[src/rtl/uart_rx_fifo_if.sv]
// Receiver-to-consumer bundle for uart_rx_fifo: push side from the UART Receiver,
// pop side and status toward the consuming logic.
interface uart_rx_fifo_if #(
  parameter int DEPTH = 8,
  parameter int WIDTH = 8
);
  logic [WIDTH-1:0]         rx_data;
  logic                     rx_parity_err;
  logic                     rx_valid;
  logic                     pop;
  logic                     clear_overrun;
  logic [WIDTH-1:0]         dout;
  logic                     dout_err;
  logic                     empty;
  logic                     full;
  logic [$clog2(DEPTH):0]   count;
  logic                     overrun;

  modport master (
    output rx_data, rx_parity_err, rx_valid, pop, clear_overrun,
    input  dout, dout_err, empty, full, count, overrun
  );

  modport slave (
    input  rx_data, rx_parity_err, rx_valid, pop, clear_overrun,
    output dout, dout_err, empty, full, count, overrun
  );
endinterface

[src/rtl/uart_rx_fifo.sv]
// First-word-fall-through byte FIFO behind the UART Receiver, with sticky overrun.
// Optional macro UART_RX_FIFO_DROP_BAD_EN: discard bytes flagged with a parity error.
module uart_rx_fifo #(
  parameter int DEPTH = 8,
  parameter int WIDTH = 8
) (
  input logic           CLOCK_125_p,
  input logic           reset,
  uart_rx_fifo_if.slave bus
);
  localparam int AW = $clog2(DEPTH);
  localparam int CW = AW + 1;

  logic [WIDTH:0]  mem [DEPTH];
  logic [AW-1:0]   wr_ptr;
  logic [AW-1:0]   rd_ptr;
  logic [CW-1:0]   cnt;
  logic            rx_valid_p1;
  logic            overrun_q;

  logic            push_req;
  logic            push_ok;
  logic            pop_ok;
  logic            ovf;
  logic            empty_w;
  logic            full_w;

  assign empty_w = (cnt == '0);
  assign full_w  = (cnt == CW'(DEPTH));

  // Rising edge of the receiver's level-valid is the push request.
`ifdef UART_RX_FIFO_DROP_BAD_EN
  assign push_req = bus.rx_valid & ~rx_valid_p1 & ~bus.rx_parity_err;
`else
  assign push_req = bus.rx_valid & ~rx_valid_p1;
`endif

  // A full FIFO still accepts a push when the head leaves in the same cycle.
  assign pop_ok  = bus.pop & ~empty_w;
  assign push_ok = push_req & (~full_w | pop_ok);
  assign ovf     = push_req & full_w & ~pop_ok;

  // ---- stage p1: control registers ----
  always_ff @(posedge CLOCK_125_p) begin
    if (reset) begin
      rx_valid_p1 <= 1'b0;
      wr_ptr      <= '0;
      rd_ptr      <= '0;
      cnt         <= '0;
      overrun_q   <= 1'b0;
    end else begin
      rx_valid_p1 <= bus.rx_valid;
      if (push_ok) wr_ptr <= wr_ptr + AW'(1);
      if (pop_ok)  rd_ptr <= rd_ptr + AW'(1);
      case ({push_ok, pop_ok})
        2'b10:   cnt <= cnt + CW'(1);
        2'b01:   cnt <= cnt - CW'(1);
        default: cnt <= cnt;
      endcase
      if (ovf)
        overrun_q <= 1'b1;
      else if (bus.clear_overrun)
        overrun_q <= 1'b0;
    end
  end

  // ---- stage p1: storage, left unreset ----
  always_ff @(posedge CLOCK_125_p) begin
    if (push_ok) mem[wr_ptr] <= {bus.rx_parity_err, bus.rx_data};
  end

  // ---- head output: combinational from storage, zero when empty ----
  assign bus.dout     = empty_w ? '0   : mem[rd_ptr][WIDTH-1:0];
  assign bus.dout_err = empty_w ? 1'b0 : mem[rd_ptr][WIDTH];
  assign bus.empty    = empty_w;
  assign bus.full     = full_w;
  assign bus.count    = cnt;
  assign bus.overrun  = overrun_q;
endmodule

[src/flat_wrapper.sv]
// flat-port wrapper written by rule: the top's interface ports become plain ports
module uart_rx_fifo_flat 
#(
  parameter int DEPTH = 8,
  parameter int WIDTH = 8
)
  (CLOCK_125_p, reset, bus_rx_data, bus_rx_parity_err, bus_rx_valid, bus_pop, bus_clear_overrun, bus_dout, bus_dout_err, bus_empty, bus_full, bus_count, bus_overrun);
  uart_rx_fifo_if #(.DEPTH(DEPTH), .WIDTH(WIDTH)) bus_i ();
  input logic CLOCK_125_p;
  input logic reset;
  input wire logic [$bits(bus_i.rx_data)-1:0] bus_rx_data;
  input wire logic [$bits(bus_i.rx_parity_err)-1:0] bus_rx_parity_err;
  input wire logic [$bits(bus_i.rx_valid)-1:0] bus_rx_valid;
  input wire logic [$bits(bus_i.pop)-1:0] bus_pop;
  input wire logic [$bits(bus_i.clear_overrun)-1:0] bus_clear_overrun;
  output wire logic [$bits(bus_i.dout)-1:0] bus_dout;
  output wire logic [$bits(bus_i.dout_err)-1:0] bus_dout_err;
  output wire logic [$bits(bus_i.empty)-1:0] bus_empty;
  output wire logic [$bits(bus_i.full)-1:0] bus_full;
  output wire logic [$bits(bus_i.count)-1:0] bus_count;
  output wire logic [$bits(bus_i.overrun)-1:0] bus_overrun;
  assign bus_i.rx_data = bus_rx_data;
  assign bus_i.rx_parity_err = bus_rx_parity_err;
  assign bus_i.rx_valid = bus_rx_valid;
  assign bus_i.pop = bus_pop;
  assign bus_i.clear_overrun = bus_clear_overrun;
  assign bus_dout = bus_i.dout;
  assign bus_dout_err = bus_i.dout_err;
  assign bus_empty = bus_i.empty;
  assign bus_full = bus_i.full;
  assign bus_count = bus_i.count;
  assign bus_overrun = bus_i.overrun;
  uart_rx_fifo #(.DEPTH(DEPTH), .WIDTH(WIDTH)) u_core (.CLOCK_125_p(CLOCK_125_p), .reset(reset), .bus(bus_i));
endmodule
[config.mk]
export PLATFORM = sky130hd
export DESIGN_NAME = uart_rx_fifo_flat
export DESIGN_NICKNAME = d
export VERILOG_FILES = /design/src/rtl/uart_rx_fifo_if.sv /design/src/rtl/uart_rx_fifo.sv /design/src/flat_wrapper.sv
export SDC_FILE = /design/constraint.sdc
export NUM_CORES = 1
export LEC_CHECK = 0
export ABC_AREA = 0
export CELL_PAD_IN_SITES_DETAIL_PLACEMENT = 0
export CELL_PAD_IN_SITES_GLOBAL_PLACEMENT = 2
export CORE_MARGIN = 2
export CORE_UTILIZATION = 43
export CTS_CLUSTER_DIAMETER = 120
export DETAILED_ROUTE_END_ITERATION = 7
export PLACE_DENSITY_LB_ADDON = 0.1
export SLEW_MARGIN = 20
export SYNTH_ARGS = -nofsm -noshare
export SYNTH_HDL_FRONTEND = slang
export SYNTH_SLANG_ARGS = --single-unit
[constraint.sdc]
create_clock -name CLOCK_125_p -period 3.57 [get_ports CLOCK_125_p]
set_input_delay 0.714 -clock CLOCK_125_p [delete_from_list [all_inputs] [get_ports CLOCK_125_p]]
set_output_delay 0.714 -clock CLOCK_125_p [all_outputs]
set_load 0.03 [all_outputs]
# Word level (Yosys, flattened, before mapping)
# Memories as Yosys holds them, arrays and structs flattened. A register that Yosys moved wholly into a read port is not among the register bits.
# Cells that the tools add are included.
[op_classes] n_mux=9 bitwise_logic=10 n_eq_ne=3 reduce_logical=3 add_sub_neg=4
[ops] cell="$mux W8" count=1
[ops] cell="$pmux W4 S2" count=1
[ops] cell="$add A3 B1 Y3 const B" count=2
[ops] cell="$mux W3" count=2
[ops] cell="$and A1 B1 Y1" count=5
[ops] cell="$mux W1" count=5
[ops] cell="$add A4 B1 Y4 const B" count=1
[ops] cell="$eq A4 B4 Y1 const B" count=1
[ops] cell="$logic_not A4 Y1" count=1
[ops] cell="$not A1 Y1" count=4
[ops] cell="$reduce_bool A2 Y1" count=2
[ops] cell="$sub A4 B1 Y4 const B" count=1
[ops] cell="$eq A2 B1 Y1 const B" count=1
[ops] cell="$eq A2 B2 Y1 const B" count=1
[ops] cell="$or A1 B1 Y1" count=1
[totals] in_bits=14 memories=1 mem_bits_rw=72 regBits=12 word_cells=35
[memory_table] memory="u_core.mem" words=8 word_bits=9 rd=1 rd_clocked_by_memory_dff=1 write_ports=1 line_no="uart_rx_fifo.sv:14" rtl="logic [WIDTH:0] mem [DEPTH];"

# Logic depth before layout (Yosys ltp)
# Gate-level depths: netlist (run 1).
[depth] ltp_word=7 mapped_depth=9

# Worst setup path after synthesis (run 1)
# Ideal clock, no wire load.
[synth_path] path_kind="flip-flop to flip-flop" from="register u_core.cnt[3] (netlist: u_core.bus.count[3])" to="register u_core.cnt[3] (netlist: u_core.bus.count[3])" path_buffers=0 stages_incl_launch_ff=7 t_required_ns=3.449 synth_period_minus_slack_ns=2.641 slack_ns=0.929 t_arrival_ns=2.520 cell_sequence="dfxtp_1 -> or4b_4 -> o21ai_4 -> ha_1 -> or3_2 -> o32ai_1 -> mux2_2"
[synth_via] elab_chain_len=7
[synth_rtl] item="start, declared" line_no="uart_rx_fifo.sv:17" rtl="logic [CW-1:0] cnt;"
[synth_rtl] item="start signal, assigned" line_no="uart_rx_fifo.sv:56" rtl="2'b10: cnt <= cnt + CW'(1);"
[synth_rtl] item="start signal, assigned" line_no="uart_rx_fifo.sv:57" rtl="2'b01: cnt <= cnt - CW'(1);"
[synth_rtl] item="start signal, assigned" line_no="uart_rx_fifo.sv:58" rtl="default: cnt <= cnt;"
[synth_rtl] item="$logic_not A4 Y1" line_no="uart_rx_fifo.sv:28" rtl="assign empty_w = (cnt == '0);"
[synth_rtl] item="$not A1 Y1" line_no="uart_rx_fifo.sv:39" rtl="assign pop_ok = bus.pop & ~empty_w;"
[synth_rtl] item="$and A1 B1 Y1" line_no="uart_rx_fifo.sv:39"
[synth_rtl] item="$or A1 B1 Y1" line_no="uart_rx_fifo.sv:40" rtl="assign push_ok = push_req & (~full_w | pop_ok);"
[synth_rtl] item="$and A1 B1 Y1" line_no="uart_rx_fifo.sv:40"
[synth_rtl] item="$eq A2 B1 Y1 / $eq A2 B2 Y1 (equally long branches)" line_no="uart_rx_fifo.sv:55" rtl="case ({push_ok, pop_ok})"
[synth_rtl] item="$pmux W4 S2 / $reduce_bool A2 Y1 (equally long branches)"
# Parallel ways exist; a longest one is shown, timed or not.
# A chain may end at the register's enable or synchronous reset.

==> results.md, run 1 <==
- Status: finished clean
- Root Driver: clkbuf_8
- First-pass GRT wire length: around 10000 um
- FF+latch count, synth: between 80 and 90
- Fin crit share: 0.854
- Top post-synthesis cells by area: edfxtp_1, mux4_2, dfxtp_1
- IO Port Bufs: 29
- Total routed wirelength: 6370 um
- DRT antenna net count: 0
- Fraction of registers with async set/reset: 0
- Int Pwr: between 1.5 and 2 mW
- Syn avg cell area: 17.6 um2
- Warnings, synthesis: 0
- Crit path arrival time: between 2000 and 2500 ps
- Synth cell types: 32
- CTS Buf Count: 9
- Skew-Pair Late Insertion Delay: ~350 ps
- RePlAce Congestion: about 0.78
- Initial antenna violation count: 0
- Die Area: between 0.008 and 0.009 mm2
- Area delta synth->final: 19.6%
- FF-to-FF End: u_core.bus.count[3]
- Total global-route track usage: 0.160
- Die width: between 90 and 100 um
- FMAX: around 0.33 GHz
- Pin count of the biggest net entering global routing: 19
- Worst hold start: u_core.rd_ptr[2]
- Final non-filler cell total: 348
- Startpoint types: flop
- Required time of the critical path: around 2900 ps
- Grt ovf: 0
- Detailed placer's ending HPWL: around 4100 um
- Final worst path period need: between 3000 and 4000 ps
- Via density: about 5.2
- Vias in the first global route: approximately 1.9k
- Worst Hold Class: reg2reg
- Worst R2R Start: u_core.bus.count[0]
- DP Cell Count: between 300 and 400
- CTS Buffer Depth: 2
- Max IR drop VDD: around 0.32 mV
- Clock transition at path regs: ~80 ps
- Kind of critical path: reg2out
- Share of post-route cells with drive strength above 1: 0.220
- Antenna diodes: 0
- Initial Utilization: 0.447
- Pre-CTS setup slack: roughly 320 ps
- Fin nets: 260
- Setup TNS: 0 ps
- Drt first pass iters: 4
- Vias: between 1.5k and 2k
- Max Transition Viols Final: 0
- Adder-Cell Fraction of Synth Area: 0.0180
- # fillers: 670
- Ports: 30
- Synth top area share: 0.622
- Sw Ratio: 0.322
- H-tree levels: 3
- Psw: around 0.92 mW
- Slew @ Worst Pin: roughly 680 ps
- Largest family of logic cells by synthesized area: multiplexers
- Post-DR wirelength/cell: 18.3 um
- Compound-Gate Fraction of Synth Area: 0.0198
- Primary FF master, synth: edfxtp_1
- Reg power frac: 0.423
- Die Span Y: 93.9 um
- Setup violators final: 0
- Post-CTS resize count: 0
- Post-Syn Area: roughly 0.0035 mm2
- Pleak: about 1.4 nW
- Crit Path Max Fanout: 12
- Hold_buf cts: 0
- Post-Synth Simple-Gate Area: 0.0688
- CTS tree: done
- Clock skew: 6.26 ps
- Post-CTS Setup Inserts: 0
- Sequential area share after synthesis: 0.708
- Post-synth top area cell: edfxtp_1
- Synth Net Count: approximately 220
- Final core utilization: 0.535
- Post-Synth XOR/XNOR Area: 0.0176
- Max-cap violations: 0
- Post-synth EDFFs: 72
- P per Cell Area: a little under 700 mW/mm2
- Register-to-register setup slack: 830 ps
- Multiplexer share of the synthesized area: 0.154
- DRC: 0
- Worst setup EP type: output port
- Post-Synthesis Cells: around 200
- Combinational fraction of design power: 0.345
- Clk pwr share: 0.233
- CORE AREA: slightly below 0.008 mm2
- Final hold vios: 0
- Final Worst Setup Slack: 520 ps
- RSZ-0062 raised after global routing: no
- R2R cell count: 6
- Slew headroom: 0.546
- Num rows: 32
- Initial detailed-routing violation count: 116
- Sink Count: 87
- Worst hold path depth: 2
layout by cell type (no fill, tap or decap), types with 2 or more instances in the layout:
cell / synthesis / final
a21oi_1: 4 / 4
buf_4: 2 / 12
clkbuf_8: 0 / 9
clkdlybuf4s50_1: 0 / 29
clkinvlp_4: 0 / 2
dfxtp_1: 15 / 15
edfxtp_1: 72 / 72
ha_1: 5 / 5
inv_6: 0 / 2
mux2i_1: 12 / 12
mux4_2: 18 / 18
nand2_1: 2 / 2
nor2_1: 26 / 26
nor2b_1: 7 / 7
nor3_1: 2 / 2
nor4_2: 0 / 3
o21ai_0: 2 / 2
xor2_1: 6 / 6
flip-flops by register name, summed over array words and instances, names as in the netlist, named ones only:
register / flops
u_core.bus.count: 4
u_core.bus.overrun: 1
u_core.mem: 72
u_core.rd_ptr: 3
u_core.rx_valid_p1: 1
u_core.wr_ptr: 3
worst max-delay path by stage:
stage                              from                  end  slack [ps]  depth (start not counted)
global route                       flop          bus_dout[1]         420                          5
global placement                bus_pop  u_core.bus.count[3]         410                          6
CTS                                flop          bus_dout[3]         480                          5
floorplan           u_core.bus.count[3]  u_core.bus.count[3]         930                          6
detailed placement              bus_pop  u_core.bus.count[3]         320                          6
finish                             flop          bus_dout[3]         520                          5
synthesized netlist by cell type, types with 2 or more instances:
library cell,number
nor2_1,26
buf_4,2
nor3_1,2
a21oi_1,4
clkbuf_1,2
buf_2,3
nor2b_1,7
mux4_2,18
xor2_1,6
mux2i_1,12
dfxtp_1,15
nor4_1,3
o21ai_0,2
ha_1,5
nand2_1,2
edfxtp_1,72
worst max-delay path, cell delays in order, from the launching register on:
cell and delay, ps:
dfxtp_1 340, buf_4 260, mux4_2 550, mux2i_1 170, nor2_1 60, clkdlybuf4s50_1 610
layer usage:
metal	global-route usage	share of wire
met1	0.199	0.43
met2	0.277	0.52
met3	0.0257	0.035
met4	0.0688	0.016
met5	0	0
stage by stage:
stage               total power [mW]  hold WS, ps  cell area, um2
finish                          2.87          532            4160
global route                    3.01          583            4160
CTS                             2.90          538            4160
detailed placement              2.24          519            3960
global placement                2.22          511            3960
floorplan                       1.88          485            3480
cell families after synthesis:
logic type      Yosys count
simple gates             48
fa+ha+maj                 5
xor+xnor                  7
mux                      31
buf+inv                   9
compound gates           10
flops                    87
cell type report:
| type | instances | area [um2] | area share |
|---|---|---|---|
| Timing Repair Buffer | 41 | 380 | 0.0915 |
| Multi-Input combinational cell | 101 | 987 | 0.238 |
| Tap cell | 102 | 128 | 0.0307 |
| Inverter | 1 | 3.75 | 0.000903 |
| Sequential cell | 87 | 2460 | 0.592 |
| Clock buffer | 9 | 124 | 0.0298 |
| Clock inverter | 7 | 71.3 | 0.0172 |
power by group through the flow:
stage | clock network [mW] | logic (mW) | registers (mW)
6_report | 0.667 | 0.988 | 1.21
5_1_grt | 0.727 | 1.07 | 1.22
4_1_cts | 0.683 | 1.00 | 1.21
3_5_place_dp | 0 | 1.00 | 1.23
3_3_place_gp | 0 | 0.991 | 1.23
2_1_floorplan | 0 | 0.631 | 1.25
Power figures use the tool's default switching activity.
==> run 2: changes to the inputs <==
CAP_MARGIN = 20   (was unset)
CORE_UTILIZATION = 47   (was 43)
DONT_BUFFER_PORTS = 1   (was unset)
==> results.md, run 2 (same netlist as run 1, synthesis figures left out) <==
- Antenna diodes: 0 (unchanged)
- DRC: 0 (unchanged)
- Slew headroom: 0.239 (-0.306)
- Slowest cell on the critical path: dfxtp_1
- Sink Count: 87 (unchanged)
- Post-DP Area: 0.00365 mm2 (-8.0%)
- Max Transition Viols Final: 0 (unchanged)
- Kind of critical path: reg2reg
- Commonest non-fill, non-tap cells in the layout: edfxtp_1, nor2_1, mux4_2, dfxtp_1, mux2i_1
- Initial detailed-routing violation count: 72 (-38%)
- Met1 Usage GRT: 0.221 (+0.0218)
- Clock transition at path regs: 90 ps (about the same)
- Combinational fraction of design power: 0.283 (-0.062)
- Required time of the critical path: 3810 ps (+950 ps)
- Met2 Use GR: 0.280 (+0.00229)
- Grt ovf: 0 (unchanged)
- IO Port Bufs: 0 (-100%)
- Max-cap violations: 0 (unchanged)
- P per Cell Area: 676 mW/mm2 (-2.0%)
- Clk pwr share: 0.232 (about the same)
- Total global-route track usage: 0.170 (+0.0102)
- Max FFs per register: 72 (unchanged)
- Top reg by flops: u_core.mem
- Sw Ratio: 0.343 (+0.0211)
- Setup TNS: 0 ps (unchanged)
- Initial Utilization: 0.482 (+0.0343)
- Area delta synth->final: 9.90%
- Fin nets: 227 (-13%)
- CTS Buffer Depth: 2 (unchanged)
- Pleak: 1.23 nW (-10%)
- Total routed wirelength: 6340 um (-0.47%)
- Clock skew: 12.5 ps (+6.24 ps)
- Critical path buffers and inverters: 0 (-2)
- CTS Buf Count: 9 (unchanged)
- Vias: 1714 (-5.4%)
- Skew-Pair Late Insertion Delay: 350 ps (about the same)
- Num rows: 31 (-3.1%)
- Crit Path Max Fanout: 6 (-6)
- Startpoint types: flop
- Worst path cell trace: or4b_4 -> o21ai_4 -> ha_1 -> or3_2 -> o32ai_1 -> mux2_2
- Initial antenna violation count: 0 (unchanged)
- Worst setup EP type: flop
- Detailed placer's ending HPWL: 3970 um (-4.2%)
- RePlAce Congestion: 0.761 (-1.9%)
- Fin crit share: 0.800 (-0.0547)
- Hold_buf cts: 0 (unchanged)
- Vias in the first global route: 1809 (-6.8%)
- Status: finished clean
- CORE AREA: 0.00721 mm2 (-7.1%)
- Crit path arrival time: 3100 ps (+760 ps)
- Post-CTS resize count: 0 (unchanged)
- Post-DR wirelength/cell: 20.3 um (+11%)
- Drt first pass iters: 4 (unchanged)
- FMAX: 0.350 GHz (+6.8%)
- # fillers: 606 (-9.6%)
- Slew @ Worst Pin: 1140 ps (+456 ps)
- Die Span Y: 90.0 um (-4.2%)
- Pin count of the biggest net entering global routing: 19 (unchanged)
- Sequential Area: 0.00246 mm2 (unchanged)
- Post-CTS Setup Inserts: 0 (unchanged)
- CP max stage delay: 590 ps (-20 ps)
- Busiest grt layer: met2
- Die Area: 0.00810 mm2 (-8.2%)
- Ports: 30 (unchanged)
- CTS tree: done
- RSZ-0062 raised after global routing: no
- H-tree levels: 3 (unchanged)
- DRT antenna net count: 0 (unchanged)
- Grt met3 use: 0.0411 (+0.0154)
- Int Pwr: 1.70 mW (-13%)
- Worst Hold Class: in2reg
- Die width: 90.0 um (-4.2%)
- First-pass GRT wire length: 10000 um (-1.6%)
- Final hold vios: 0 (unchanged)
- Most common cell after layout, fill and taps aside: edfxtp_1
- Root Driver: clkbuf_8
- Setup violators final: 0 (unchanged)
- Worst path top cell family by delay: simple AND/OR/NAND/NOR gates
- Reg power frac: 0.485 (+0.062)
- Max IR drop VDD: 0.239 mV (-26%)
- Post-Layout Inst Area: 0.00382 mm2 (-8.1%)
- Psw: 0.886 mW (-4.0%)
- Via density: 5.49 (+5.6%)
- Final worst path period need: 2850 ps (-195 ps)
- Share of post-route cells with drive strength above 1: 0.239 (+0.0199)
- Multi-input logic area: 998 um2 (+1.1%)
run 2: cell count changes in the layout (fill, tap and decap cells not counted), sizes merged:
| cell | change |
|---|---|
| clkdlybuf4s50 | -29 |
| buf | -4 |
| clkinvlp | -1 |
| inv | -1 |
| bufinv | -1 |
| clkinv | +3 |
run 2: layout make-up:
| cell class | count | area share |
|---|---|---|
| Clock buffer | 9 | 0.0324 |
| Clock inverter | 7 | 0.0124 |
| Inverter | 1 | 0.000983 |
| Multi-Input combinational cell | 101 | 0.261 |
| Sequential cell | 87 | 0.645 |
| Tap cell | 99 | 0.0324 |
| Timing Repair Buffer | 8 | 0.0157 |
run 2: stage by stage:
| step | power (mW) | util | setup slack [ps] | instances | hold slack (ps) |
|---|---|---|---|---|---|
| 6_report | 2.58 | 0.529 | 715 | 312 | 425 |
| 5_1_grt | 2.72 | 0.529 | 625 | 312 | 403 |
| 4_1_cts | 2.62 | 0.529 | 736 | 312 | 407 |
| 3_5_place_dp | 2.02 | 0.505 | 745 | 296 | 523 |
| 3_3_place_gp | 2.01 | 0.505 | 824 | 296 | 505 |
| 2_1_floorplan | 1.88 | - | 929 | 197 | 485 |
run 2: routing by layer:
| layer | share of wire | vias to the layer above |
|---|---|---|
| li1 | - | 787 |
| met1 | 0.43 | 883 |
| met4 | 0.014 | 0 |
| met5 | 0 | - |
| met3 | 0.049 | 9 |
| met2 | 0.51 | 35 |
run 2: power by group through the flow:
| stage | Clock (mW) | Sequential, mW | Combinational, mW |
|---|---|---|---|
| floorplan | 0 | 1.25 | 0.631 |
| global placement | 0 | 1.27 | 0.736 |
| detailed placement | 0 | 1.28 | 0.744 |
| CTS | 0.615 | 1.25 | 0.746 |
| global route | 0.662 | 1.26 | 0.795 |
| finish | 0.599 | 1.25 | 0.731 |
run 2: worst paths after layout:
kind | depth (start not counted) | startpoint | endpoint | slack, ps
hold reg to reg | 2 | u_core.rd_ptr[1] | u_core.rd_ptr[1] | 530
setup / recovery | 6 | u_core.bus.count[3] | u_core.bus.count[3] | 720
hold / removal | 1 | reset | u_core.bus.count[2] | 420
setup reg to reg | 6 | u_core.bus.count[3] | u_core.bus.count[3] | 720
==> run 3: changes to the inputs <==
clock period = 2.9 ns   (was 3.57 ns; I/O delays follow)
==> results.md, run 3 (same netlist as run 1, synthesis figures left out) <==
- Num rows: 31 (unchanged)
- CORE AREA: 0.00721 mm2 (unchanged)
- Worst Hold Class: in2reg
- Post-CTS resize count: 0 (unchanged)
- Total global-route track usage: 0.168 (-0.00203)
- Status: finished clean
- Required time of the critical path: 3140 ps (-670 ps)
- Slew headroom: 0.320 (+0.0805)
- Via density: 5.43 (-1.1%)
- Final worst path period need: 2600 ps (-259 ps)
- Ports: 30 (unchanged)
- Max Transition Viols Final: 0 (unchanged)
- Die width: 90.0 um (unchanged)
- Startpoint types: flop
- Fin crit share: 0.895 (+0.0956)
- Total routed wirelength: 6270 um (-0.98%)
- Die Span Y: 90.0 um (unchanged)
- Fin nets: 232 (+2.2%)
- Initial detailed-routing violation count: 111 (+54%)
- # fillers: 618 (+2.0%)
- Final hold vios: 0 (unchanged)
- Max FFs per register: 72 (unchanged)
- Origin of the worst setup path: u_core.bus.count[0]
- Root Driver: clkbuf_8
- CTS tree: done
- Drt first pass iters: 5 (+1)
- First-pass GRT wire length: 9990 um (-0.41%)
- RSZ-0062 raised after global routing: no
- Antenna diodes: 0 (unchanged)
- Setup violators final: 0 (unchanged)
- Max IR drop VDD: 0.335 mV (+40%)
- IO Port Bufs: 0 (unchanged)
- FMAX: 0.385 GHz (+10%)
- R2R cell count: 6 (unchanged)
- Multi-input logic area: 987 um2 (-1.1%)
- Worst hold start: reset
- Post-DR wirelength/cell: 19.8 um (-2.5%)
- Detailed placer's ending HPWL: 4030 um (+1.6%)
- Commonest non-fill, non-tap cells in the layout: edfxtp_1, nor2_1, mux4_2, dfxtp_1, buf_4
- P per Cell Area: 844 mW/mm2 (+25%)
- DRT antenna net count: 0 (unchanged)
- Most common cell after layout, fill and taps aside: edfxtp_1
- CTS Buffer Depth: 2 (unchanged)
- Final core utilization: 0.535 (+0.00503)
- Sink Count: 87 (unchanged)
- Pre-CTS setup slack: 334 ps (-411 ps)
- Die Area: 0.00810 mm2 (unchanged)
- Max-cap violations: 0 (unchanged)
- Crit path arrival time: 2840 ps (-260 ps)
- Post-CTS Setup Inserts: 0 (unchanged)
- CTS Buf Count: 9 (unchanged)
- Worst hold path depth: 1 (unchanged)
- Crit Path Max Fanout: 6 (unchanged)
- Share of post-route cells with drive strength above 1: 0.257 (+0.0174)
- Final Worst Setup Slack: 304 ps (-411 ps)
- Area delta synth->final: 10.9%
- Clock skew: 8.33 ps (-4.17 ps)
- Sequential Area: 0.00246 mm2 (unchanged)
- Register-to-register setup slack: 300 ps (-410 ps)
- Grt ovf: 0 (unchanged)
- Min-Delay Endpoint: u_core.rx_valid_p1
- H-tree levels: 3 (unchanged)
- Vias: 1722 (+0.47%)
- Worst R2R Start: u_core.bus.count[0]
- Worst setup EP type: flop
- Initial Utilization: 0.482 (unchanged)
- Slew @ Worst Pin: 1020 ps (-120 ps)
- Vias in the first global route: 1806 (-0.17%)
- RePlAce Congestion: 0.719 (-5.5%)
- Skew-Pair Late Insertion Delay: 340 ps (about the same)
- Total power: 3.25 mW (+26%)
- Kind of critical path: reg2reg
- Initial antenna violation count: 0 (unchanged)
- DRC: 0 (unchanged)
- FF-to-FF End: u_core.bus.count[3]
- Pin count of the biggest net entering global routing: 19 (unchanged)
- Setup TNS: 0 ps (unchanged)
- Clock transition at path regs: 90 ps (about the same)
- Top reg by flops: u_core.mem
- Hold_buf cts: 0 (unchanged)
- Pleak: 1.25 nW (+1.7%)
## run 3: cell count changes in the layout (fill, tap and decap cells not counted), sizes merged
| cell | before | now |
|---|---|---|
| buf | 8 | 13 |
| clkinv | 5 | 3 |
| clkinvlp | 1 | 3 |
## run 3: routing by layer
layer  GRT usage  up-vias  wire length, um  part of all wire
li1            -      797                -                 -
met1       0.229      887             2910              0.46
met2       0.268       29             3080              0.49
met3      0.0335        9              183             0.029
met4      0.0731        0               93             0.015
met5           0        -                0                 0
## run 3: stage by stage
stage | instances | hold WS (ps) | cell area, um2
detailed placement | 301 | 523 | 3670
floorplan | 197 | 485 | 3480
finish | 317 | 296 | 3860
global placement | 301 | 512 | 3670
global route | 317 | 278 | 3860
CTS | 317 | 276 | 3860
## run 3: critical path, cell delays in order, from the launching register on
cell     delay, ps
dfxtp_1        330
or4b_4         590
o21ai_4        230
ha_1           340
or3_2          500
o32ai_1        150
mux2_2         360
## run 3: how the worst max path moves through the flow
stage	endpoint	slack, ps	depth (start not counted)
6_report	u_core.bus.count[3]	300	6
5_1_grt	u_core.bus.count[2]	210	9
4_1_cts	u_core.bus.count[3]	320	6
3_5_place_dp	u_core.bus.count[3]	330	6
3_3_place_gp	u_core.bus.count[3]	400	6
2_1_floorplan	u_core.bus.count[3]	260	6
## run 3: power breakdown
| part | leakage, nW | switching [mW] | internal, mW |
|---|---|---|---|
| combinational | 0.393 | 0.657 | 0.384 |
| clock | 0.0820 | 0.430 | 0.318 |
| sequential | 0.775 | 0.0358 | 1.43 |
| total | 1.25 | 1.12 | 2.13 |
## run 3: cell type report
cell class,count,share of cell area
flip-flops and latches,87,0.639
clock buffers,9,0.0321
repair buffers,13,0.0253
inverters,1,0.000973
multi-input cells,101,0.256
clock inverters,7,0.0149
well taps,99,0.0321
